--- config.mk ---
export PLATFORM = sky130hd
export DESIGN_NAME = bus_arbiter
export DESIGN_NICKNAME = d
export VERILOG_FILES = /design/src/rtl/bus_arbiter_pkg.sv /design/src/rtl/bus_arbiter_timeout_cnt.sv /design/src/rtl/bus_arbiter.sv
export SDC_FILE = /design/constraint.sdc
export NUM_CORES = 1
export LEC_CHECK = 0
export BUFFER_PORTS_ARGS = -buffer_cell sky130_fd_sc_hd__buf_2
export CAP_MARGIN = 20
export CORE_MARGIN = 4
export CORE_UTILIZATION = 25
export CTS_CLUSTER_SIZE = 20
export DETAILED_ROUTE_END_ITERATION = 7
export PLACE_DENSITY_LB_ADDON = 0.3
export SYNTH_ARGS = -nofsm -noshare
export SYNTH_HDL_FRONTEND = slang
export SYNTH_SLANG_ARGS = --single-unit
--- constraint.sdc ---
create_clock -name clk -period 3.6 [get_ports clk]
set_input_delay 0 -clock clk [delete_from_list [all_inputs] [get_ports clk]]
set_output_delay 0 -clock clk [all_outputs]
set_load 0.03 [all_outputs]
--- src/rtl/bus_arbiter_pkg.sv ---
// Shared definitions for the two-master memory bus arbiter.
package bus_arbiter_pkg;

  // Widths inherited from the core's register and instruction-address buses.
  localparam int REG_BUS_W       = 32;
  localparam int INST_ADDR_BUS_W = 32;

  // Instruction fetches always read a full word.
  localparam logic [3:0] BUS_SEL_ALL = 4'b1111;

  // Width of the no-acknowledge watchdog counter.
  localparam int TIMEOUT_W = 8;

  typedef enum logic [1:0] {
    ARB_IDLE     = 2'd0,
    ARB_MEM_BUSY = 2'd1,
    ARB_IF_BUSY  = 2'd2,
    ARB_IF_DROP  = 2'd3
  } arb_state_e;

endpackage

--- src/rtl/bus_arbiter_timeout_cnt.sv ---
// Watchdog counter for one bus transaction: counts enabled cycles and flags
// the cycle in which the count would reach the limit (limit 0 disables it).
module bus_timeout_cnt
  import bus_arbiter_pkg::*;
(
  input  logic                 clk,
  input  logic                 rst,
  input  logic                 clr,
  input  logic                 en,
  input  logic [TIMEOUT_W-1:0] limit,
  output logic                 hit
);

  logic [TIMEOUT_W-1:0] cnt_reg;
  logic [TIMEOUT_W:0]   cnt_inc;

  assign cnt_inc = {1'b0, cnt_reg} + (TIMEOUT_W+1)'(1);
  assign hit     = en && (limit != '0) && (cnt_inc == {1'b0, limit});

  // Count waiting cycles; clearing has priority over counting.
  always_ff @(posedge clk or negedge rst) begin
    if (!rst) begin
      cnt_reg <= '0;
    end else if (clr) begin
      cnt_reg <= '0;
    end else if (en) begin
      cnt_reg <= cnt_inc[TIMEOUT_W-1:0];
    end
  end

endmodule

--- src/rtl/bus_arbiter.sv ---
// Arbitrates one single-ported memory bus between instruction fetch and the
// MEM stage (MEM has fixed priority), with registered bus outputs, per-master
// stall requests, fetch flush and a no-acknowledge timeout.
module bus_arbiter
  import bus_arbiter_pkg::*;
#(
  parameter int ADDR_W      = INST_ADDR_BUS_W,
  parameter int DATA_W      = REG_BUS_W,
  parameter int TIMEOUT_CYC = 255
) (
  input  logic              clk,
  input  logic              rst,
  input  logic              if_req,
  input  logic [ADDR_W-1:0] if_addr,
  input  logic              flush,
  output logic [DATA_W-1:0] if_rdata,
  output logic              if_ack,
  output logic              stall_req_if,
  input  logic              mem_req,
  input  logic              mem_we,
  input  logic [3:0]        mem_sel,
  input  logic [ADDR_W-1:0] mem_addr,
  input  logic [DATA_W-1:0] mem_wdata,
  output logic [DATA_W-1:0] mem_rdata,
  output logic              mem_ack,
  output logic              stall_req_mem,
  output logic              bus_req,
  output logic              bus_we,
  output logic [3:0]        bus_sel,
  output logic [ADDR_W-1:0] bus_addr,
  output logic [DATA_W-1:0] bus_wdata,
  input  logic [DATA_W-1:0] bus_rdata,
  input  logic              bus_ack,
  output logic              bus_err
);

  localparam logic [TIMEOUT_W-1:0] TIMEOUT_LIMIT = TIMEOUT_W'(TIMEOUT_CYC);

  arb_state_e state_reg, state_next;

  logic              bus_req_reg, bus_we_reg, bus_err_reg;
  logic [3:0]        bus_sel_reg;
  logic [ADDR_W-1:0] bus_addr_reg;
  logic [DATA_W-1:0] bus_wdata_reg;
  logic              if_ack_reg, mem_ack_reg;
  logic [DATA_W-1:0] if_rdata_reg, mem_rdata_reg;

  logic busy, grant_mem, grant_if, done, abort, mem_finish, if_finish;
  logic to_en, to_clr, to_hit;

  bus_timeout_cnt u_timeout (
    .clk   (clk),
    .rst   (rst),
    .clr   (to_clr),
    .en    (to_en),
    .limit (TIMEOUT_LIMIT),
    .hit   (to_hit)
  );

  // State register.
  always_ff @(posedge clk or negedge rst) begin
    if (!rst) state_reg <= ARB_IDLE;
    else      state_reg <= state_next;
  end

  // Next-state: grant from IDLE, finish on ack or timeout, divert a flushed fetch.
  always_comb begin
    state_next = state_reg;
    case (state_reg)
      ARB_IDLE: begin
        if (grant_mem)     state_next = ARB_MEM_BUSY;
        else if (grant_if) state_next = ARB_IF_BUSY;
      end
      ARB_IF_BUSY: begin
        if (done || abort) state_next = ARB_IDLE;
        else if (flush)    state_next = ARB_IF_DROP;
      end
      default: begin
        if (done || abort) state_next = ARB_IDLE;
      end
    endcase
  end

  // Decode of grant/finish events and the combinational stall requests;
  // the ~ack terms stop a master being regranted in its own ack cycle.
  always_comb begin
    busy          = (state_reg != ARB_IDLE);
    grant_mem     = (state_reg == ARB_IDLE) && mem_req && !mem_ack_reg;
    grant_if      = (state_reg == ARB_IDLE) && !grant_mem && if_req && !if_ack_reg && !flush;
    done          = busy && bus_ack;
    to_en         = busy && !bus_ack;
    abort         = to_hit;
    to_clr        = !to_en || to_hit;
    mem_finish    = (state_reg == ARB_MEM_BUSY) && (done || abort);
    if_finish     = (state_reg == ARB_IF_BUSY) && (done || abort) && !flush;
    // Stalls are forced low while reset is asserted, like every other output.
    stall_req_mem = rst && mem_req && !mem_ack_reg;
    stall_req_if  = rst && if_req && !if_ack_reg && !flush;
  end

  // Bus request/fields latched on grant; acks, read data and error pulses on finish.
  always_ff @(posedge clk or negedge rst) begin
    if (!rst) begin
      bus_req_reg   <= 1'b0;
      bus_we_reg    <= 1'b0;
      bus_sel_reg   <= '0;
      bus_addr_reg  <= '0;
      bus_wdata_reg <= '0;
      bus_err_reg   <= 1'b0;
      if_ack_reg    <= 1'b0;
      mem_ack_reg   <= 1'b0;
      if_rdata_reg  <= '0;
      mem_rdata_reg <= '0;
    end else begin
      if_ack_reg  <= 1'b0;
      mem_ack_reg <= 1'b0;
      bus_err_reg <= abort;
      if (grant_mem) begin
        bus_req_reg   <= 1'b1;
        bus_we_reg    <= mem_we;
        bus_sel_reg   <= mem_sel;
        bus_addr_reg  <= mem_addr;
        bus_wdata_reg <= mem_wdata;
      end else if (grant_if) begin
        bus_req_reg   <= 1'b1;
        bus_we_reg    <= 1'b0;
        bus_sel_reg   <= BUS_SEL_ALL;
        bus_addr_reg  <= if_addr;
        bus_wdata_reg <= '0;
      end else if (done || abort) begin
        bus_req_reg <= 1'b0;
      end
      if (mem_finish) begin
        mem_ack_reg   <= 1'b1;
        mem_rdata_reg <= (done && !bus_we_reg) ? bus_rdata : '0;
      end
      if (if_finish) begin
        if_ack_reg   <= 1'b1;
        if_rdata_reg <= done ? bus_rdata : '0;
      end
    end
  end

  assign bus_req   = bus_req_reg;
  assign bus_we    = bus_we_reg;
  assign bus_sel   = bus_sel_reg;
  assign bus_addr  = bus_addr_reg;
  assign bus_wdata = bus_wdata_reg;
  assign bus_err   = bus_err_reg;
  assign if_ack    = if_ack_reg;
  assign if_rdata  = if_rdata_reg;
  assign mem_ack   = mem_ack_reg;
  assign mem_rdata = mem_rdata_reg;

endmodule

==> out/results.txt, run 1 <==
The top cell types in the final layout, fill and taps aside, are 276 x buf_2, 147 x dfrtp_1, 136 x dlygate4sd3_1. The wire length reported by the detailed router is 21,100 um. The first TritonRoute pass finished after 5 iterations. After clock tree synthesis, the clock-pin slew on the worst setup and hold paths is 0.07 ns.

Launch instance of the worst register-to-register path: state_reg[1]. The fraction of post-synthesis cell area in the top cell type by area was 60.0%; the peak ir drop on the vdd network was 0.372 mV. At the later pin of the worst-skew pair, clock insertion delay measures 0.42 ns. The run gives 25.3% as the effective utilization at floorplan. On the worst path, the slowest cell contributes a delay of 0.84 ns.

For this run, the register share of the synthesized area comes to 60.0%. The worst hold path class is input pin to asynchronous set/reset pin. The vias per cell is 4.49, and the routability congestion estimate from global placement is 0.713.

The first global-routing pass estimated 32,500 um of wire. The floorplan step defined a die boundary enclosing 0.0271 sq mm. STA classifies the critical path startpoint as a register. For flop-to-flop paths, the worst setup slack is 0.77 ns. Counting every instance in the synthesized netlist gives 599. Detailed routing inserted a total of 5,999 vias.

The logs give 278 for the number of I/O pins and 2 for the maximum buffer depth of the clock tree. For this design, the sink count on the clock tree is 147. Measured in cells, the most critical reg-to-reg path has a length of 6. The Yosys step of the flow raised 0 warnings. For the pin count of the biggest net entering global routing, the log shows 92.

Setup repair after global routing left no endpoint under its margin. The number of gates on the worst path with buffers counted came out at 6. Across the run, the number of max-cap violations was 0. The tools report the final setup TNS as 0 ns.

In this design, the critical path's most frequently occurring cell is nor2_1. Tracing the worst setup path back leads to its startpoint at state_reg[1]. The tools report the total leakage power as 4.85 nW. The fmax came out at 353 MHz.

The flip-flop and latch count after synthesis came out at 147. On the critical path the largest part of the delay comes from compound AO/OA/AOI/OAI gates. For the number of routed nets with antenna violations, the log shows 0. Relative to the synthesized area, the layout overhead comes to 60.0%.

In this run the standard cell core region covers 0.0242 sq mm. Power density normalized to cell area: 902 mW/mm^2. On the final layout, the worst clock skew is 0.0140 ns.

The number of hold-slack violations in the final timing report was 0; the wire length per cell was 15.8 um. The wire-length estimate of the detail-placed layout is 13,300 um. dfrtp_1 takes more of the synthesized area than any other cell. The shortest period the worst path allows is 2.83 ns, and the number of distinct library cell variants in the gate-level netlist after synthesis is 33. The slew at the pin closest to its max-slew limit is 0.989 ns, and the remaining global-route overflow is 0. Of the cells placed in the final design, the portion with a size suffix greater than 1 is 32.4%. The width of the chip was 165 um; the total nets after synthesis was 740. The timing endpoint of the critical path was bus_addr[9]. The endpoint of the most critical register-to-register path is bus_addr[9]. The cell with the largest stage delay on the worst path was o21a_2. In this run the cell area of the synthesized design comes to 0.00613 sq mm.

Buffers inserted during clock tree synthesis total 17. The number of antenna violations at the first check in global routing was 0; the number of design-rule violations left by the first detailed-router iteration was 326. The H-tree was split into 4 levels.

The required arrival time at the worst endpoint was 3.96 ns. Leaving out fill and tap cells, the most frequent cell in the layout is buf_2. Yosys attributes the largest share of cell area to dfrtp_1 60%, a22oi_1 7.8%, a22o_1 4.7%. After clock tree synthesis, the setup repair step added 0 buffers. The peak fanout along the critical path is 48, and the data arrival time at the worst-slack endpoint is 3.19 ns. The run gives 0 as the residual DRC count. The run gives 0 as the number of inserted diodes. After synthesis, the mean cell area works out to 10.2 sq um.

With fillers left out, the area of the finished cells amounts to 0.00981 sq mm. The number of global-route vias before repair was 6,108; the final core utilization was 40.5%. The vertical extent of the die is 165 um, and the remaining max-slew budget at the tightest pin is 34.1%. STA classifies the critical path endpoint as a register.

The critical path contains buffers and inverters numbering 2 combined. The filler-free cell count of the finished design is 1,337. The run finished with clean final reports. The final count of pins violating max slew is 0. TritonCTS built the clock tree.

After detailed placement, the total cell area comes to 0.00784 sq mm. The setup path with the least slack is of type register to register. The tools report the number of nets in the final layout as 1,141.

In this run the tool buffered the top-level ports with 277 buffer cells. The tree is rooted in a clkbuf_16. The total number of placement rows is 57. The setup violation total in the final timing report came out at 0. Traced cell by cell, the critical path runs through nor2_1 > o21a_2 > buf_4 > nor2_1 > a31oi_1 > dlygate4sd3_1. Counting tap cells, the placed design contains a total of 1,169 instances.

Across every metal layer, demand over resource in global routing totals 15.3%. The overall power consumption is 8.85 mW. The ratio of final minimum period to clock period came out at 78.6%.
-- how the worst min path moves through the flow --
stage / from / end / depth (start not counted)
2_1_floorplan: rst / bus_addr[0] / 0
3_3_place_gp: rst / bus_addr[12] / 1
3_5_place_dp: rst / bus_addr[12] / 1
4_1_cts: rst / bus_addr[12] / 2
5_1_grt: rst / bus_addr[12] / 2
6_report: rst / bus_addr[12] / 2
-- through the flow --
stage	hold WS (ns)	setup WS, ns
after floorplan	-0.296	1.88
after global placement	0.152	1.27
after detailed placement	0.145	1.25
after CTS	0.250	0.770
after global routing	0.313	0.491
final	0.252	0.770
-- report_power, final --
group / internal (mW) / switching (mW) / total, mW
Clock: 1.06 / 0.800 / 1.86
Combinational: 1.58 / 2.66 / 4.24
Sequential: 2.32 / 0.441 / 2.76
-- synth_stat cells --
cell type  instances
a22oi_1           64
nor3_2             1
dfrtp_1          147
a22o_1            33
nor2_2             1
and2_1             3
ha_1               2
nor3b_1            1
xnor2_1            3
o211ai_1           1
o22a_1             4
o22ai_1            1
clkbuf_2           1
a31oi_1           32
nor2_1            43
nand3_1            3
nor4_1             1
and4_1             1
nand2b_1           1
o21ai_1           20
a21oi_1            2
o21a_1             1
o21ai_0           46
nand2_1           68
clkbuf_1          20
inv_1             68
or3_4              1
nor2b_1            4
or3b_1             1
xor2_1             3
o21ai_4            1
buf_6              2
buf_2             19
-- logic make-up after synthesis --
group / share of synthesized area [%]
AOI/OAI and AO/OA: 22.5
xor gates and xnor gates: 0.857
adders and majority gates: 0.408
buffers and inverters: 7.39
DFF: 60.0
and+or+nand+nor: 8.81
-- routing by layer --
layer,routed length (um),GRT usage [%],part of all wire (%),vias to the layer above
li1,-,-,-,2872
met1,8930,18.6,42,2875
met2,10100,25.8,48,227
met3,1750,4.69,8.3,25
met4,351,4.80,1.7,0
met5,0,0,0,-
-- repair_timing --
item / in CTS / in global routing
endpoints found under the hold margin: 222 / 0
resized for setup: 0 / 0
hold buffers: 136 / 0
-- final cells by class --
| cell class | instances | area, sq um |
|---|---|---|
| clock buffer | 17 | 425 |
| timing repair buffer | 424 | 2850 |
| sequential | 147 | 3680 |
| multi-input combinational | 342 | 2020 |
| inverter | 68 | 255 |
| clock inverter | 15 | 183 |
| fill | 2378 | 14400 |
| tap | 324 | 405 |
No activity file was read; power rests on OpenSTA's default activity.
==> run 2, diff against run 1 <==
- clock period: 3.6 -> 2.8 ns (I/O delays scaled with it)
==> run 2 against run 1 <==
Against the previous run: clock power grew 19%; count of clock-buffer cells in the layout stayed put; sequential power grew 28%; final cell count grew 0.15%; combinational power rose by 30%; global-route usage shrank 0.086 points; clock skew is 0.0072 ns lower; highest routed layer unchanged.
==> out/results.txt, run 2 (synthesized netlist as in run 1, its figures left out) <==
The run finished with clean final reports. Once placement finished, the instance area stood at 0.00788 sq mm. In this run the standard cell core region covers 0.0242 sq mm. For this design, the slowest cell found on the critical path is dlygate4sd3_1. Summed over all cells, the static leakage comes to 4.83 nW. Walking the worst path, the cells encountered are nor2b_1 > nand2_1 > buf_4 > nand2_1 > a31oi_1 > dlygate4sd3_1. For this block, the via count after detailed routing is 6,004.

Setup repair after global routing left no endpoint under its margin. The logs give 15.2% for the global routing usage summed across all routing layers and 1,339 for the filler-free cell count of the finished design. For the global-route wire length before repair, the log shows 32,500 um. The number of global-route vias before repair is 6,131, and the data arrival time at the worst-slack endpoint is 2.82 ns. Max-cap violations in this run came to 0. The worst hold path belongs to the class input pin to asynchronous set/reset pin. Data on the critical path is required at its endpoint by 3.11 ns. Headroom to the max-slew limit came out at 59.1%. In this run the count of I/O pins placed on the die edge is 278.

The startpoint identified for the worst register-to-register timing path is mem_ack. For the effective utilization at floorplan, the log shows 25.3%. Hold is met by 0.0806 ns.

In this run the critical register-to-register path is captured at bus_addr[24]. Detailed placement ended at an HPWL of 13,400 um. The power density normalized to cell area came out at 1150 mW/mm^2. The cell chosen for the clock root is clkbuf_16. In this run, the number of DRC markers left after iteration 0 of detailed routing was 236.

The sequential cells in the finished layout cover a total of 0.00368 sq mm. The number of buffer and inverter instances along the worst setup path works out to 2. Counting every sink on the clock net gives 147.

The cell repeated most along the worst path is nand2_1. Counting cells, the worst reg-to-reg path comes to 6. Buffers inserted during post-CTS setup optimization: 0. In this run the horizontal extent of the chip is 165 um. On the worst path, the slowest cell contributes a delay of 0.58 ns. Clock skew on the completed layout was measured at 0.00684 ns. Once detail routing completed, the nets flagged for antenna violations numbered 0. Relative to the synthesized area, the layout overhead comes to 59.7%. The quantity of gates resized following cts is 0.

Share of cells above drive strength 1: 32.4%. Including well taps, the total number of placed cells is 1,170. In the final design database the tool counted 1,142 nets. The number of hold-slack violations in the final timing report was 0. The logs give 21,100 um for the wire length reported by the detailed router and 0.29 ns for the register-to-register setup slack. The tools report the timing endpoint of the critical path as bus_addr[24]. STA classifies the critical path startpoint as a register.

Before antenna repair, the detailed router went through 4 iterations. Cell class contributing the biggest share of worst-path delay: simple AND/OR/NAND/NOR gates. Cells fill 40.4% of the core in the end.

For the maximum buffer depth of the clock tree, the log shows 2. The fmax is 398 MHz. The library cell used most frequently in the layout, excluding fill and tap cells, is buf_2. The count of hold buffers inserted by post-cts repair came out at 136. The vertical extent of the die works out to 165 um.

In the final layout, the multi-input gates occupy 0.00202 sq mm. The total die area was 0.0271 sq mm. After filler insertion, the fill cell instance count of the layout stands at 2,372.

In this run the number of cells on the critical path is 6. The routed design could run at a clock period as short as 2.51 ns. The ratio of final minimum period to clock period was 89.8%; the final setup TNS was 0 ns. Number of antenna violations at the first check in global routing: 1. The vias per cell works out to 4.48.

In the layout the commonest cells are 276 x buf_2, 147 x dfrtp_1, 136 x dlygate4sd3_1. The H-tree was split into 4 levels. Clock latency on the worst-skew pair: 0.42 ns.

Category of the most critical setup path: register to register. At the pin with the least slew margin, the transition time is 0.610 ns. For the clock buffer count from CTS, the log shows 17. Dividing the detail-routed wire length by the instance count gives 15.8 um. The setup violation total in the final timing report is 0, and the port buffer count is 277. The worst setup path is captured at a register. After clock tree synthesis, the clock-pin slew on the worst setup and hold paths is 0.07 ns. For this run, design rule violations remaining after detail routing come to 0.

For the pin count of the biggest net entering global routing, the log shows 67. Routability-driven placement finished with a final weighted congestion of 0.731. The tools report the total number of placement rows as 57. TritonCTS built the clock tree. Global routing finished with a remaining overflow of 0.

The finished cells cover 0.00980 sq mm. Final count of pins violating max slew: 0. Across the VDD grid, the largest voltage drop is 0.502 mV. Along the worst path, the maximum fanout reaches 30.

The critical path starts at mem_ack.
==> run 2: metal layers <==
layer,vias to the layer above,global-route usage [%],routed length (um)
met5,-,0,0
met4,0,5.22,359
met3,25,4.39,1640
met2,217,25.8,10000
met1,2883,18.4,9110
li1,2879,-,-
==> run 2: worst min path at each step <==
stage                     startpoint            to  cells past startpoint
after floorplan                  rst   bus_addr[0]                      0
after global placement           rst  bus_addr[31]                      1
after detailed placement         rst  bus_addr[14]                      1
after CTS                        rst  bus_addr[14]                      2
after global routing             rst  bus_addr[31]                      2
final                            rst  bus_addr[31]                      2
==> run 2: where the power goes <==
part | switching (mW) | total (mW) | internal, mW
clock network | 0.980 | 2.21 | 1.23
registers | 0.549 | 3.53 | 2.98
logic | 3.44 | 5.50 | 2.06
==> run 2: cell type report <==
class                   instances  share of cell area (%)
inverters                      68                    2.61
diodes                          1                  0.0255
repair buffers                425                    29.4
clock buffers                  17                    4.34
flip-flops and latches        147                    37.6
clock inverters                15                    1.34
well taps                     324                    4.14
multi-input cells             342                    20.6
==> run 2: worst register-to-register path: cells and delay by family, from the launching register on <==
kind	cells	cell delay [ns]
buffers and inverters	2	0.92
flip-flops	1	0.39
AO/OA/AOI/OAI	1	0.10
AND/OR/NAND/NOR	3	0.99
==> run 2: metrics by stage <==
stage / setup WS, ns / total power, mW
after global routing: 0.0807 / 12.0
after CTS: 0.199 / 11.3
after detailed placement: 0.733 / 8.52
after global placement: 0.733 / 8.47
final: 0.285 / 11.2
after floorplan: 1.08 / 6.88
==> run 3, diff against run 2 <==
- CORE_MARGIN: 4 -> 2
==> run 3 against run 2 <==
Against the previous run: sequential cell count stayed put; global-route usage is 0.63 points higher; wire length is 3.6% lower; worst hold slack worse by 0.0011 ns; critical endpoint is now bus_addr[4]; highest routed layer unchanged.
==> out/results.txt, run 3 (synthesized netlist as in run 1, its figures left out) <==
The endpoint of the worst hold-timing path is state_reg[0]. The library cells used most frequently in the layout, excluding fill and tap cells, are 276 x buf_2, 147 x dfrtp_1, 136 x dlygate4sd3_1. Wire length on met1: 8560 um.

The slowest stage of the critical path belongs to the cell dlygate4sd3_1. The number of max-capacitance violations reported is 0, and the width of the chip is 161 um. Leaving out fill and tap cells, the most frequent cell in the layout is buf_2. For the post-route clock skew, the log shows 0.0187 ns.

In this run the register-to-register setup slack is 0.52 ns. Input and output buffers added on the ports amount to 277. Type of destination of the critical path: a register.

The setup violation total in the final timing report was 0. The tools report the sum of met3 wire segment lengths after detailed routing as 1820 um. Summed over all layers, the global routing overflow is 0.

Hold timing on the final database bottoms out at a slack of 0.0795 ns. The shortest period the worst path allows works out to 2.28 ns. For the number of detailed-route iterations in the first pass, the log shows 7. STA puts the critical path data required time at 3.16 ns. The run gives 0 as the number of hold-slack violations in the final timing report.

The tools report the design internal power as 6.34 mW. After detailed routing, the number of remaining DRC violations is 0. The data arrival time at the worst-slack endpoint was 2.64 ns; the hold path depth was 4. TritonCTS built the clock tree. Wires add up to 20,400 um.

The run gives 0.0242 sq mm as the area of the core. The worst hold path begins at mem_req. For this run, the top clock speed supported by timing is 439 MHz.

The number of I/O pins is 278. The critical path goes through nor2_1 > and2_2 > buf_12 > nand2_1 > a31oi_1 > dlygate4sd3_1. The run gives 40.8% as the final core utilization. The tools report the endpoint of the most critical register-to-register path as bus_addr[4]. The routability congestion estimate from global placement came out at 0.775. The run gives 2 as the maximum buffer depth of the clock tree. Category of the most critical setup path: register to register. Cell chosen for the clock root: clkbuf_16.

For the post-DP HPWL, the log shows 12,200 um. Relative to the synthesized area, the layout overhead comes to 60.9%. After detailed routing, no signal wire sits above met4. The number of antenna diodes in the final layout is 0. The worst path uses 81.4% of the clock period. In this run the post-CTS setup repair buffer count came out at 0. Vias per cell: 4.45. Measured along the y axis, the die boundary spans 161 um.

Once detail routing completed, the nets flagged for antenna violations numbered 0. The total number of placement rows was 57. The tools report the number of nets in the final layout as 1,140. The worst setup path is launched from a register.

After clock tree synthesis, the clock-pin slew on the worst setup and hold paths is 0.07 ns. Logic gate share of total power: 48.1%. The run finished with clean final reports. The worst register-to-register path has a depth of 6.

Global routing usage summed across all routing layers: 15.8%. The share of total power consumed by net switching is 44.4%. The routed layout has 5,939 vias.

Of the cells placed in the final design, the portion with a size suffix greater than 1 is 32.3%. The number of global-route vias before repair is 6,056. The final count of pins violating max slew was 0. Clock latency on the worst-skew pair: 0.43 ns. The number of antenna violations at the first check in global routing is 0.

Summing all multi-input logic gate instances after layout gives 0.00202 sq mm. After detailed routing, the average wire length per cell comes to 15.2 um. The tools report the H-tree depth reported by CTS as 4. At the pin with the least slew margin, the transition time is 0.723 ns.

The total net switching power is 5.05 mW, and the longest individual stage delay on the worst path is 0.57 ns. For the final routed database, the setup TNS stands at 0 ns. For this design the ratio of total power to cell area is 1150 mW/mm^2. Entering global routing, the biggest net connects 78 pins. Setup repair after global routing left no endpoint under its margin. Of all nets on the critical path, the largest fanout is 66. The logs give 21.0% for the part of the power in the clock network and 2,315 for the total of fill cells in the finished design. The sequential fraction of design power is 30.9%, and the routed length on met2 is 9700 um. The launch instance of the worst register-to-register path is state_reg[1]. The min-delay analysis places its worst path in the category input pin to register.

The worst-case IR drop observed on VDD is 0.463 mV. CTS saw 147 sinks. The total die area was 0.0258 sq mm. The storage element area came out at 0.00368 sq mm.

The total leakage power is 4.86 nW. The global-route wire length before repair is 32,400 um. The detailed router finished its first iteration with 371 violations. Once the floorplan was initialized, standard cells occupied 25.4% of the core.

In this run, CTS created clock tree buffers numbering 17. The tools report the remaining max-slew budget at the tightest pin as 51.8%.
[run 3: cell count changes in the layout (fill, tap and decap cells not counted)]
| cell | before | now |
|---|---|---|
| clkinv_8 | 0 | 6 |
| clkinvlp_4 | 5 | 0 |
| clkinv_2 | 4 | 0 |
| buf_4 | 9 | 6 |
| inv_8 | 0 | 3 |
| buf_12 | 3 | 4 |
| diode_2 | 1 | 0 |
[run 3: per-stage QoR]
stage | total power [mW] | setup WS [ns] | cells | area (sq um)
global placement | 8.43 | 0.875 | 1168 | 7870
global route | 12.1 | 0.347 | 1336 | 9860
floorplan | 6.88 | 1.08 | 599 | 6130
detailed placement | 8.48 | 0.831 | 1168 | 7870
CTS | 11.5 | 0.537 | 1336 | 9860
finish | 11.4 | 0.522 | 1336 | 9860
[run 3: power groups by stage]
stage	clock network, mW	registers, mW	logic [mW]
2_1_floorplan	0	5.14	1.75
3_3_place_gp	0	3.52	4.91
3_5_place_dp	0	3.54	4.95
4_1_cts	2.48	3.52	5.49
5_1_grt	2.57	3.64	5.93
6_report	2.40	3.52	5.47
[run 3: worst max-delay path, delay by kind of cell, from the launching register on]
kind	cells	cell delay, ns
buffers and inverters	2	0.86
AND/OR/NAND/NOR	3	0.71
flip-flops	1	0.41
AO/OA/AOI/OAI	1	0.20
[run 3: worst max path at each step]
stage | startpoint | endpoint | slack, ns | depth (start not counted)
3_5_place_dp | u_timeout.cnt_reg[0] | if_rdata[29] | 0.83 | 6
2_1_floorplan | u_timeout.cnt_reg[0] | u_timeout.cnt_reg[4] | 1.08 | 5
3_3_place_gp | u_timeout.cnt_reg[0] | u_timeout.cnt_reg[6] | 0.88 | 5
4_1_cts | state_reg[1] | bus_addr[19] | 0.54 | 6
5_1_grt | state_reg[1] | bus_addr[4] | 0.35 | 6
6_report | state_reg[1] | bus_addr[4] | 0.52 | 6
[run 3: layout make-up]
cell class	instances	share of cell area [%]
multi-input combinational	342	20.4
clock inverter	15	2.08
clock buffer	17	4.31
inverter	68	2.59
tap	324	4.11
timing repair buffer	423	29.2
sequential	147	37.3
[run 3: per-layer routing]
layer | vias up | track usage, %
met3 | 18 | 5.55
met4 | 0 | 4.87
met2 | 244 | 26.8
met1 | 2811 | 18.8
met5 | - | 0
li1 | 2866 | -
[run 3: repair_timing]
| item | in CTS | in global routing |
|---|---|---|
| resized for setup | 0 | 0 |
| endpoints found under the hold margin | 205 | 0 |
| hold buffers | 136 | 0 |
